<file path="config.mk">
export PLATFORM = sky130hd
export DESIGN_NAME = div_seq
export DESIGN_NICKNAME = d
export VERILOG_FILES = /design/src/rtl/div_pkg.sv /design/src/rtl/div_step.sv /design/src/rtl/div_seq.sv
export SDC_FILE = /design/constraint.sdc
export NUM_CORES = 1
export LEC_CHECK = 0
export CAP_MARGIN = 5
export CORE_UTILIZATION = 25
export CTS_CLUSTER_DIAMETER = 200
export DETAILED_ROUTE_END_ITERATION = 6
export GPL_TIMING_DRIVEN = 0
export HOLD_SLACK_MARGIN = 0.12
export PLACE_DENSITY_LB_ADDON = 0.05
export SYNTH_ARGS = -nofsm -noshare
export SYNTH_HDL_FRONTEND = slang
export SYNTH_SLANG_ARGS = --single-unit
</file>
<file path="constraint.sdc">
create_clock -name clk -period 3.3 [get_ports clk]
set_input_delay 0.66 -clock clk [delete_from_list [all_inputs] [get_ports clk]]
set_output_delay 0.66 -clock clk [all_outputs]
set_load 0.1 [all_outputs]
</file>
<file path="src/rtl/div_pkg.sv">
// ---- div_pkg : shared types and constants for the sequential divider, rev 1.0 ----
`default_nettype none

package div_pkg;

  localparam int WIDTH = 32;

  typedef enum logic [1:0] {
    IDLE = 2'd0,
    DIV  = 2'd1,
    FIX  = 2'd2,
    DONE = 2'd3
  } state_t;

  localparam logic [WIDTH-1:0] INT_MIN  = 32'h8000_0000;
  localparam logic [WIDTH-1:0] ALL_ONES = 32'hFFFF_FFFF;

endpackage

`default_nettype wire

</file>
<file path="src/rtl/div_step.sv">
// ---- div_step : one restoring shift-compare-subtract step, rev 1.0 ----
`default_nettype none

module div_step #(
  parameter int WIDTH = 32
) (
  input  logic [WIDTH-1:0] rem,
  input  logic             msb,
  input  logic [WIDTH-1:0] divisor,
  output logic [WIDTH-1:0] rem_next,
  output logic             q_bit
);

  logic [WIDTH:0] w_shifted;
  logic [WIDTH:0] w_diff;

  // rem < divisor always holds, so the extra top bit of the difference is a clean borrow.
  assign w_shifted = {rem, msb};
  assign w_diff    = w_shifted - {1'b0, divisor};
  assign q_bit     = ~w_diff[WIDTH];
  assign rem_next  = q_bit ? w_diff[WIDTH-1:0] : w_shifted[WIDTH-1:0];

endmodule

`default_nettype wire

</file>
<file path="src/rtl/div_seq.sv">
// ---- div_seq : multi-cycle signed/unsigned divider with start/busy/done handshake, rev 1.0 ----
`default_nettype none

module div_seq
  import div_pkg::*;
#(
  parameter int WIDTH = div_pkg::WIDTH,
  parameter int CNT_W = 6
) (
  input  logic             clk,
  input  logic             rst_n,
  input  logic             start,
  input  logic [WIDTH-1:0] A,
  input  logic [WIDTH-1:0] B,
  input  logic             sign,
  output logic             busy,
  output logic             done,
  output logic [WIDTH-1:0] cociente,
  output logic [WIDTH-1:0] residuo,
  output logic             Z,
  output logic             N,
  output logic             C,
  output logic             V
);

  localparam logic [WIDTH-1:0] C_MIN  = {1'b1, {(WIDTH-1){1'b0}}};
  localparam logic [WIDTH-1:0] C_ONES = {WIDTH{1'b1}};
  localparam logic [CNT_W-1:0] C_LAST = CNT_W'(WIDTH-1);

  state_t           r_state;
  logic [CNT_W-1:0] r_cnt;
  logic [WIDTH-1:0] r_rem;
  logic [WIDTH-1:0] r_dvd;
  logic [WIDTH-1:0] r_dvs;
  logic [WIDTH-1:0] r_a;
  logic             r_sign;
  logic             r_q_neg;
  logic             r_r_neg;
  logic             r_dz;
  logic             r_ov;

  logic             w_dz;
  logic             w_ov;
  logic [WIDTH-1:0] w_a_mag;
  logic [WIDTH-1:0] w_b_mag;
  logic [WIDTH-1:0] w_rem_next;
  logic             w_q_bit;
  logic [WIDTH-1:0] w_q;
  logic [WIDTH-1:0] w_r;

  assign w_dz    = (B == '0);
  assign w_ov    = sign && (A == C_MIN) && (B == C_ONES);
  assign w_a_mag = (sign && A[WIDTH-1]) ? -A : A;
  assign w_b_mag = (sign && B[WIDTH-1]) ? -B : B;

  div_step #(.WIDTH(WIDTH)) u_step (
    .rem      (r_rem),
    .msb      (r_dvd[WIDTH-1]),
    .divisor  (r_dvs),
    .rem_next (w_rem_next),
    .q_bit    (w_q_bit)
  );

  // The dividend register doubles as the quotient: bits shift out the top, quotient bits in the bottom.
  always_comb begin
    w_q = r_q_neg ? -r_dvd : r_dvd;
    w_r = r_r_neg ? -r_rem : r_rem;
    if (r_dz) begin
      w_q = C_ONES;
      w_r = r_a;
    end else if (r_ov) begin
      w_q = C_MIN;
      w_r = '0;
    end
  end

  always_ff @(posedge clk or negedge rst_n) begin
    if (!rst_n) begin
      r_state  <= IDLE;
      r_cnt    <= '0;
      r_rem    <= '0;
      r_dvd    <= '0;
      r_dvs    <= '0;
      r_a      <= '0;
      r_sign   <= 1'b0;
      r_q_neg  <= 1'b0;
      r_r_neg  <= 1'b0;
      r_dz     <= 1'b0;
      r_ov     <= 1'b0;
      busy     <= 1'b0;
      done     <= 1'b0;
      cociente <= '0;
      residuo  <= '0;
      Z        <= 1'b0;
      N        <= 1'b0;
      C        <= 1'b0;
      V        <= 1'b0;
    end else begin
      case (r_state)
        IDLE: begin
          done <= 1'b0;
          if (start) begin
            r_a     <= A;
            r_sign  <= sign;
            r_q_neg <= sign & (A[WIDTH-1] ^ B[WIDTH-1]);
            r_r_neg <= sign & A[WIDTH-1];
            r_dz    <= w_dz;
            r_ov    <= w_ov;
            r_rem   <= '0;
            r_cnt   <= '0;
            r_dvd   <= w_a_mag;
            r_dvs   <= w_b_mag;
            busy    <= 1'b1;
            r_state <= (w_dz || w_ov) ? FIX : DIV;
          end
        end
        DIV: begin
          r_rem <= w_rem_next;
          r_dvd <= {r_dvd[WIDTH-2:0], w_q_bit};
          r_cnt <= r_cnt + 1'b1;
          if (r_cnt == C_LAST) begin
            r_state <= FIX;
          end
        end
        FIX: begin
          cociente <= w_q;
          residuo  <= w_r;
          Z        <= (w_q == '0);
          N        <= r_sign & w_q[WIDTH-1];
          C        <= (w_r != '0);
          V        <= r_dz | r_ov;
          done     <= 1'b1;
          r_state  <= DONE;
        end
        DONE: begin
          done    <= 1'b0;
          busy    <= 1'b0;
          r_state <= IDLE;
        end
        default: r_state <= IDLE;
      endcase
    end
  end

endmodule

`default_nettype wire

</file>
# Word level (Yosys, flattened, before mapping)
# Index checks and enable logic that the tools add are counted.
# word_totals
inputBits	68
reg_bits	211
wordCells	78
output_inout_bits	70
# op_classes
eq_ne	8
addsub	6
reduce_logical	17
mux	22
bitwise	6
# ops
cell	n
32-bit two-way mux	11
32-bit negator	4
32-bit case mux with 2 select lines	2
32-bit equality test (second input constant)	2
32-bit zero test	2
33-bit by 32-bit subtractor with 33-bit output	1
32-bit nonzero test	1
6-bit case mux with 2 select lines	1
2-bit case mux with 4 select lines	1
2-bit AND reduction	4
6-bit by 1-bit adder with 6-bit output (second input constant)	1
6-bit by 5-bit equality test with 1-bit output (second input constant)	1
2-bit two-way mux	3
6-bit two-way mux	1
2-bit nonzero test	3
2-bit equality test (second input constant)	2
1-bit logical AND	4
2-bit != test (second input constant)	2
1-bit case mux with 2 select lines	2
1-bit bitwise AND	3
2-bit by 1-bit equality test with 1-bit output (second input constant)	1
2-bit zero test	1
2-bit OR reduction	1
1-bit logical OR	1
other kinds (4)	4

# Depth between registers and ports, before layout
# Gate-level depths: netlist of the first run.
# logic_depth
word_depth	7
ltp_mapped	13
depth_no_buf	11

# Modules after synthesis
# A second synthesis of the first run with hierarchy kept.
# unflattened
cells_unflattened	1617
area_unflattened_um2	14393.8
# modules_own_cells
module	n_inst	cells_per_inst	area_per_inst_um2	seq_area_each_um2
div_seq	1	1312	12027.8	5280.1
div_step	1	305	2366.0	0.0

# Worst setup path before layout of the first run
# OpenSTA, ideal clock, no wires.
# synth_path
path_kind	reg-to-reg
start	register r_dvd[5]
end	register Z
arrival_time_ns	3.029
setup_ns	0.103
n_path_buf	2
setup_slack_ns	0.168
stages_incl_launch_ff	11
period_less_slack_ns	3.132
required_ns	3.197
path_cell_list	dfrtp_1 -> buf_2 -> or4_1 -> buf_2 -> or4_1 -> o31ai_1 -> mux2_2 -> or3b_2 -> nor4_1 -> nand3_1 -> o41ai_2
# synth_between
elab_chain_cells	5
# synth_rtl
element	line	text
from (decl)	div_seq.sv:33	logic [WIDTH-1:0] r_dvd;
from (signal assigned)	div_seq.sv:111	r_dvd <= w_a_mag;
from (signal assigned)	div_seq.sv:119	r_dvd <= {r_dvd[WIDTH-2:0], w_q_bit};
32-bit negator	div_seq.sv:66	w_q = r_q_neg ? -r_dvd : r_dvd;
32-bit two-way mux (*)	div_seq.sv:66	
32-bit two-way mux (*)	div_seq.sv:71	end else if (r_ov) begin
32-bit two-way mux (*)	div_seq.sv:68	if (r_dz) begin
32-bit zero test (*)	div_seq.sv:128	Z <= (w_q == '0);
to (signal assigned)	div_seq.sv:128	
to (decl)	div_seq.sv:20	output logic Z,
# Mark *: on every way between the ends. The rest lies on a longest branch, timed or not.
# A chain may end at the register's enable or synchronous reset.

# Worst setup path after layout of the first run
# Same ends and word-level chain as after synthesis.

==> results of run 1 <==
-- flip-flops by register name, summed over array words and instances, names as in the netlist, 2 cells and up --
name      cells
r_a          32
cociente     32
r_dvd        32
r_rem        32
r_dvs        32
r_cnt         6
r_state       2
residuo      32
-- metal layers --
metal  global-route usage  part of all wire  wire length, um  vias to the layer above
li1                     -                 -                -                     6416
met1                0.280              0.48            27700                     6544
met2                0.322              0.46            26300                      316
met3               0.0195             0.041             2350                       50
met4               0.0492             0.022             1280                        2
met5                    0           0.00016                9                        -
-- what timing repair did --
item,CTS,global route
hold buffers,0,0
setup buffers,10,1
resized for setup,56,49
endpoints found under the hold margin,0,0
endpoints found under the setup margin,60,61
pin swaps,5,5
-- worst max path at each step --
| stage | endpoint | slack, ns | depth (start not counted) |
|---|---|---|---|
| 2_1_floorplan | Z | 0.17 | 10 |
| 5_1_grt | C | -0.10 | 10 |
| 3_5_place_dp | r_state[0] | -1.09 | 8 |
| 3_3_place_gp | done | -8.50 | 1 |
| 6_report | Z | 0.01 | 10 |
| 4_1_cts | Z | 0.003 | 10 |
-- cell type report --
cell class	instances	area (um^2)	share of cell area
multi-input combinational	1290	8570	0.476
buffer	99	415	0.0231
antenna	1	2.50	0.000139
clock inverter	13	245	0.0136
inverter	63	238	0.0132
clock buffer	39	783	0.0435
tap	748	936	0.0520
timing repair buffer	149	1500	0.0833
sequential	211	5300	0.295
-- placed cells by master, fill, tap and decap left out, types with 13 or more instances in the layout --
cell	synthesis	final
clkbuf_1	90	80
dfrtp_1	211	194
nand2_1	187	187
a31oi_1	15	15
nor4_1	24	13
dfrtp_2	0	17
nand3_1	26	26
clkbuf_16	0	29
ha_1	43	40
mux2i_1	32	32
nand4_1	17	17
inv_1	62	61
or3_1	23	22
clkdlybuf4s50_1	0	134
xor2_1	72	72
nor3_1	37	34
xnor2_1	55	54
o21ai_0	162	154
buf_4	0	14
mux2_2	55	53
a21oi_1	129	126
o31ai_1	32	29
o22a_1	16	16
o41ai_1	24	22
or4_1	21	16
nor2_1	144	143
-- synthesized netlist by cell type (21+ instances only) --
cell,instances
dfrtp_1,211
nand2_1,187
o21ai_0,162
nor2_1,144
a21oi_1,129
clkbuf_1,90
xor2_1,72
inv_1,62
mux2_2,55
xnor2_1,55
ha_1,43
nor3_1,37
mux2i_1,32
o31ai_1,32
nand3_1,26
nor4_1,24
o41ai_1,24
or3_1,23
or4_1,21
-- cells by family after synthesis --
family,synth area share
simple gates,0.181
compound gates,0.217
flops,0.372
buf+inv,0.0466
xor+xnor,0.0783
mux,0.0662
fa+ha+maj,0.0393
-- per-stage QoR --
| stage | TNS [ns] | hold slack, ns | instance area, um^2 | setup slack, ns |
|---|---|---|---|---|
| floorplan | 0 | 0.364 | 14200 | 0.168 |
| detailed placement | -29.53 | 0.468 | 16600 | -1.09 |
| CTS | 0 | 0.163 | 17800 | 0.00347 |
| finish | 0 | 0.159 | 18000 | 0.0140 |
| global placement | -1813.62 | 0.465 | 16500 | -8.50 |
| global route | -0.199 | 0.187 | 18000 | -0.100 |
-- worst max-delay path, stage by stage, from the launching register on --
cell,delay (ns)
dfrtp_1,0.36
buf_4,0.17
or4_1,0.46
buf_4,0.18
or4_4,0.50
o31ai_4,0.27
mux2_4,0.34
or3b_4,0.42
nor4_4,0.16
nand3_1,0.14
o41ai_2,0.20
==> impl_results.md, run 1 <==
- Worst EP required: 3.76 ns
- WP data arrival: around 3.7 ns
- # IOs: ~140
- Synthesized area per cell: ~8.5 um^2
- Slew headroom: 0.236
- Startpoint Class: flip-flop
- Clock skew: approximately 0.011 ns
- Die Width: about 240 um
- Worst-path maximum fanout: 9
- Gpl congestion: 0.844
- Detailed Routing Iterations Pass 1: 5
- Root Driver: clkbuf_16
- Largest net degree at the start of global routing: 108
- Fin. Hold Viols: 0
- CP Launch Point: r_dvd[5]
- Layout cells sized above 1: 0.112
- Vias in the first global route: 13,100
- Clk sinks: between 200 and 250
- Inserted Clock Buffers: 29
- Critical path class: flip-flop to flip-flop
- FF+latch count, synth: 211
- First-pass GRT wire length: approximately 85,000 um
- Worst-Skew Late Latency: roughly 0.56 ns
- Die Footprint: ~0.058 mm^2
- Row count: 86
- Endpoint class of the critical path: flip-flop
- Max Freq: between 300 and 400 MHz
- Worst r2r dst: Z
- Cell area after synthesis: about 0.014 mm^2
- DR iter-0 viols: around 870
- Cell taking the most area after synthesis: dfrtp_1
- YS warnings: 0
- Max cap viols: 0
- DP Cell Count: around 2,600
- Sequential area share after synthesis: 0.372
- Flop2flop setup slack: approximately 0.014 ns
- Initial antenna violation count: 2
- Routed Antenna Nets: 0
- Total track usage: 0.198
- Vias per Instance: between 5 and 6
- Synth Instances: roughly 1,700
- Port bufs: around 140
- Vias post-DR: 13,300
- Setup-failing EPs final: 0
- Layout filler cell count: 5,967
- Unrepaired setup endpoints after global routing: true
- Clock transition at path regs: approximately 0.06 ns
- Reg2reg path depth: 10
- Status: finished clean
- Fin crit share: 0.996
- Tightest Hold Check Type: input pin to asynchronous set/reset pin
- EDFF count, synth: 0
- Initial core utilization: 0.255
- GR Overflow Total: 0
- Asr flop ratio synth: 1.00
- Nets: just under 2,000
- Clk buf depth: 3
- H-tree levels: 1
- DR DRC count: 0
- Tmin final: between 3 and 4 ns
- Post-synth top area share: 0.372
- Fin. max-slew vios: 0
- DP HPWL: approximately 46,000 um
- Post-synth net total: 1,785
- Core Region: 0.0556 mm^2
- Routed WL per cell: 22.1 um
- Total routed wirelength: slightly below 60,000 um
- Top cells by area, synth: dfrtp_1 37%, o21ai_0 5.7%, nand2_1 4.9%
- Area Overhead vs Synth: 26.6%
- Slew @ Worst Pin: roughly 1.1 ns
- Post-synthesis cell type count: between 70 and 80
- Utilization after layout: 0.323
- Synth Flop Type: dfrtp_1
- CTS tree: built
- R2R Path Start: r_dvd[5]
- Post-Layout Cell Count: roughly 2,600
- DIE HEIGHT: ~240 um
Power of run 1 is not shown: default switching activity piles up to over one toggle a cycle in this logic, so the estimate is an artifact.
==> run 2: changes to the inputs <==
--- a/config.mk
+++ b/config.mk
@@ -5,7 +5,6 @@
 export SDC_FILE = /design/constraint.sdc
 export NUM_CORES = 1
 export LEC_CHECK = 0
-export CAP_MARGIN = 5
 export CORE_UTILIZATION = 25
 export CTS_CLUSTER_DIAMETER = 200
 export DETAILED_ROUTE_END_ITERATION = 6
==> impl_results.md, run 2 (synthesized netlist as in run 1, its figures left out) <==
- Utilization after layout: 0.330
- Vias post-DR: approximately 13,000
- Initial core utilization: 0.255
- Max Freq: 300 MHz
- DP HPWL: around 46,000 um
- Area of the multi-input gates: about 0.0087 mm^2
- Clock transition at path regs: 0.06 ns
- GR Overflow Total: 0
- Final worst slack: -0.0306 ns
- DR iter-0 viols: 876
- CTS tree: built
- Unrepaired setup endpoints after global routing: true
- Worst EP required: between 3 and 4 ns
- Violations in the final reports: negative setup slack
- Worst-Skew Late Latency: between 0.5 and 0.6 ns
- Area Overhead vs Synth: 29.2%
- Routed Antenna Nets: 0
- Crit path buffers/inverters: 2
- DR DRC count: 0
- FF/Latch Area: around 0.0053 mm^2
- Slowest stage cell, crit path: or4_4
- Row count: 86
- Reg2reg path depth: 10
- DIE HEIGHT: around 240 um
- Max cap viols: 0
- R2R Path Start: r_rem[5]
- Fin. max-slew vios: 0
- Tightest Hold Check Type: input pin to asynchronous set/reset pin
- Port bufs: ~140
- Critical path class: flip-flop to flip-flop
- Most frequent cells in the layout: 194 x dfrtp_1, 187 x nand2_1, 149 x o21ai_0
- Slew headroom: 0.233
- Layout cells sized above 1: 0.130
- Largest net degree at the start of global routing: roughly 110
- Root Driver: clkbuf_16
- # IOs: 138
- Detailed Routing Iterations Pass 1: 5
- H-tree levels: 1
- Layout filler cell count: around 5,900
- Most common cell after layout, fill and taps aside: dfrtp_1
- Fin. Hold Viols: 0
- Endpoint class of the critical path: flip-flop
- Worst path depth: 10
- Routed WL per cell: 22.1 um
- Nets: about 2,000
- Worst r2r dst: C
- Setup-failing EPs final: 1
- CP most frequent cell: or4_4
- Total track usage: 0.199
- WP data arrival: ~3.8 ns
- Slew @ Worst Pin: 1.14 ns
- Setup TNS: -0.0306 ns
- Flop2flop setup slack: -0.03 ns
- Slowest stage delay, CP: slightly below 0.6 ns
- Worst-path maximum fanout: 7
- Tmin final: around 3.3 ns
- Cells along the critical path: or4_4 -> buf_6 -> or4_4 -> buf_12 -> o41ai_4 -> xor2_2 -> o21ai_2 -> a2111o_1 -> nor4_2 -> a31oi_1
- Initial antenna violation count: 2
- Clk buf depth: 3
- Fin crit share: 1.01
- Crit-path leading delay family: simple AND/OR/NAND/NOR gates
- Vias per Instance: 5.11
- Startpoint Class: flip-flop
- Total routed wirelength: ~58,000 um
- Die Footprint: approximately 0.058 mm^2
- Clock skew: 0.0167 ns
- Gpl congestion: between 0.8 and 0.9
- Die Width: 240 um
- Hold_buf cts: 0
- First-pass GRT wire length: around 86,000 um
- Clk sinks: 211
- Vias in the first global route: about 13,000
- Status: finished with violations
- Inserted Clock Buffers: 30
- Core Region: roughly 0.056 mm^2
[run 2: changes by cell type in the layout (fill, tap and decap cells not counted), sizes merged]
cell and change:
buf +10, clkbuf +8, bufinv -1, clkinv -1
inv -1
[run 2: worst max-delay path by stage]
stage                         from          to  slack [ns]
after floorplan           r_dvd[5]           Z        0.17
after global placement       rst_n        done       -8.50
after detailed placement      A[2]  r_state[0]       -1.09
after CTS                 r_rem[2]           C      0.0002
after global routing      r_rem[5]           C       -0.12
final                     r_rem[5]           C       -0.03
[run 2: through the flow]
stage          instance area, um^2  hold slack [ns]  setup slack, ns  instances
2_1_floorplan                14200            0.364            0.168       1673
3_3_place_gp                 16500            0.465            -8.50       2556
3_5_place_dp                 16600            0.468            -1.09       2558
4_1_cts                      18000            0.148         0.000176       2623
5_1_grt                      18400            0.176           -0.118       2627
6_report                     18400            0.143          -0.0306       2628
[run 2: per-layer routing]
layer / track usage / vias up / routed length [um]
met1: 0.280 / 6669 / 28100
met5: 0 / - / 9
met2: 0.324 / 265 / 26600
met4: 0.0432 / 2 / 1110
met3: 0.0251 / 46 / 2190
li1: - / 6448 / -
[run 2: cell type report]
type	instances	area share
multi-input cells	1290	0.474
clock buffers	44	0.0493
flip-flops and latches	211	0.289
plain buffers	98	0.0244
well taps	748	0.0510
diodes	1	0.000136
repair buffers	163	0.0885
inverters	63	0.0132
clock inverters	10	0.0110
[run 2: timing repair]
item	in CTS	in global routing
resized for setup	68	73
gates cloned	0	1
setup buffers	16	9
setup endpoints to repair	56	47
hold endpoints to repair	0	0
pin swaps	11	21
Power of run 2 is left out for the same reason.
==> run 3: changes to the inputs <==
--- a/config.mk
+++ b/config.mk
@@ -5,6 +5,7 @@
 export SDC_FILE = /design/constraint.sdc
 export NUM_CORES = 1
 export LEC_CHECK = 0
+export CAP_MARGIN = 20
 export CORE_UTILIZATION = 25
 export CTS_CLUSTER_DIAMETER = 200
 export DETAILED_ROUTE_END_ITERATION = 6
==> results of run 3 <==
Final layout, timing and power as in run 1 (identical DEF).
Power of run 3 is left out for the same reason.
==> RTL edit: new RTL, settings of run 2 <==
Put one more register stage on the output `residuo`, with the module's reset. The value now appears one clock later. The other outputs are not delayed to match.
--- a/src/rtl/div_seq.sv
+++ b/src/rtl/div_seq.sv
@@ -27,4 +27,6 @@
   localparam logic [WIDTH-1:0] C_ONES = {WIDTH{1'b1}};
   localparam logic [CNT_W-1:0] C_LAST = CNT_W'(WIDTH-1);
+
+  logic [WIDTH-1:0] residuo_s0;
 
   state_t           r_state;
@@ -91,5 +93,5 @@
       done     <= 1'b0;
       cociente <= '0;
-      residuo  <= '0;
+      residuo_s0 <= '0;
       Z        <= 1'b0;
       N        <= 1'b0;
@@ -125,5 +127,5 @@
         FIX: begin
           cociente <= w_q;
-          residuo  <= w_r;
+          residuo_s0 <= w_r;
           Z        <= (w_q == '0);
           N        <= r_sign & w_q[WIDTH-1];
@@ -143,4 +145,12 @@
   end
 
+  always_ff @(posedge clk or negedge rst_n) begin
+    if (!rst_n) begin
+      residuo <= '0;
+    end else begin
+      residuo <= residuo_s0;
+    end
+  end
+
 endmodule
 
Function: changed (a bounded check fails within 4 cycles, from zero or initial values and one cycle with rst_n low).
==> RTL edit against run 2 <==
The flow still finishes with violations (setup timing); routed wire length fell by 6.6%; utilization fell by 0.53 points; synthesized area rose by 1.1%; cell area rose by 0.12%; sequential cell count rose by 32; first-iteration DRC count fell by 21%; worst setup slack got worse by 0.056 ns; hold slack improved by 0.23 ns; sequential share of layout area rose by 4.2 points; critical path type unchanged.
==> RTL edit: results (changes against run 2) <==
- Grt met3 use: 0.0196 (was 0.0251)
- HP Class: flip-flop to flip-flop (was primary input to async pin)
- Post-layout nets: 1894 (was 1969)
- Largest net degree at the start of global routing: 100 (was 108)
- Via count: 12.4k (was 13.4k)
- Fin Clk Skew: 0.0162 ns (was 0.0167 ns)
- Outcome: finished, violations left (unchanged)
- Worst slew margin: 0.330 (was 0.233)
- Routability cong.: 0.819 (was 0.844)
- Met2 usage: 0.296 (was 0.324)
- Mux share of post-synthesis cell area: 0.0624 (was 0.0662)
- DR iter-0 viols: 694 (was 876)
- Violated checks: setup timing (unchanged)
- Metal2 WL: 24500 um (was 26600 um)
- Placed Area: 16700 um2 (was 16600 um2)
- Global-route wire length before repair: 82100 um (was 85900 um)
- Finish-stage setup viols: 1 (unchanged)
- Filler cells: 6030 (was 5911)
- Final wirelength: 54200 um (was 58000 um)
- Met3 wire length: 1820 um (was 2190 um)
- Ant diodes: 0 (was 1)
- Post-synthesis compound-gate area fraction: 0.194 (was 0.217)
- Synth cell count leaders: dfrtp_1 (243), nand2_1 (173), o21ai_0 (165), nor2_1 (129), a21oi_1 (128) (was dfrtp_1 (211), nand2_1 (187), o21ai_0 (162), nor2_1 (144), a21oi_1 (129))
- Gr usage total: 0.183 (was 0.199)
- Worst slack, placed: -1.62 ns (was -1.09 ns)
- M1 GR Usage: 0.264 (was 0.280)
- Top post-synthesis cells by area: dfrtp_1 (42%), o21ai_0 (5.8%), xnor2_1 (4.8%) (was dfrtp_1 (37%), o21ai_0 (5.7%), nand2_1 (4.9%))
- Yosys cell types: 69 (was 73)
- Fin worst setup slack: -0.0865 ns (was -0.0306 ns)
- Placed Cells: 2491 (was 2558)
- Syn Area/Cell: 8.99 um2 (was 8.49 um2)
RTL edit: area by class of cell:
class,count,area share
plain buffers,82,0.0189
clock buffers,41,0.0464
well taps,756,0.0515
clock inverters,10,0.00987
flip-flops and latches,243,0.331
inverters,63,0.0129
multi-input cells,1199,0.442
repair buffers,163,0.0874
RTL edit: final timing paths:
check	startpoint	end	slack (ns)	cells past startpoint
max	r_rem[9]	C	-0.09	9
min	residuo_s0[23]	residuo[23]	0.38	0
max reg2reg	r_rem[9]	C	-0.09	9
min reg2reg	residuo_s0[23]	residuo[23]	0.38	0
max in group asynchronous	rst_n	done	1.36	4
min in group asynchronous	rst_n	residuo[1]	0.59	2
RTL edit: logic make-up after synthesis:
family	count (synthesis)
AO/OA/AOI/OAI	458
XOR/XNOR	143
adder cells (fa/ha/maj)	44
buffers and inverters	154
flip-flops	243
multiplexers	84
AND/OR/NAND/NOR	470
RTL edit: report_power, final:
| part | leakage (nW) | switching (W) | internal, W |
|---|---|---|---|
| Sequential | 2.95 | 0.00122 | 0.00438 |
| Combinational | 4.00 | 0.00912 | 0.00477 |
| Clock | 0.505 | 0.00137 | 0.00218 |
RTL edit: repair_timing:
action                                  in CTS  in global routing
gates cloned                                 0                  0
setup buffers                               16                  7
endpoints found under the hold margin       57                  0
endpoints found under the setup margin      79                 61
hold buffers                                 1                  0
gates resized for setup                     68                 49
pin swaps                                   15                 16
RTL edit: critical path: stages, from the launching register on:
cell     delay (ns)
dfrtp_2        0.41
or4_4          0.58
or4_4          0.61
or3_4          0.39
nor2_4         0.10
mux2i_2        0.22
o21ai_2        0.13
nor4_2         0.31
nand4_1        0.16
o32a_1         0.36
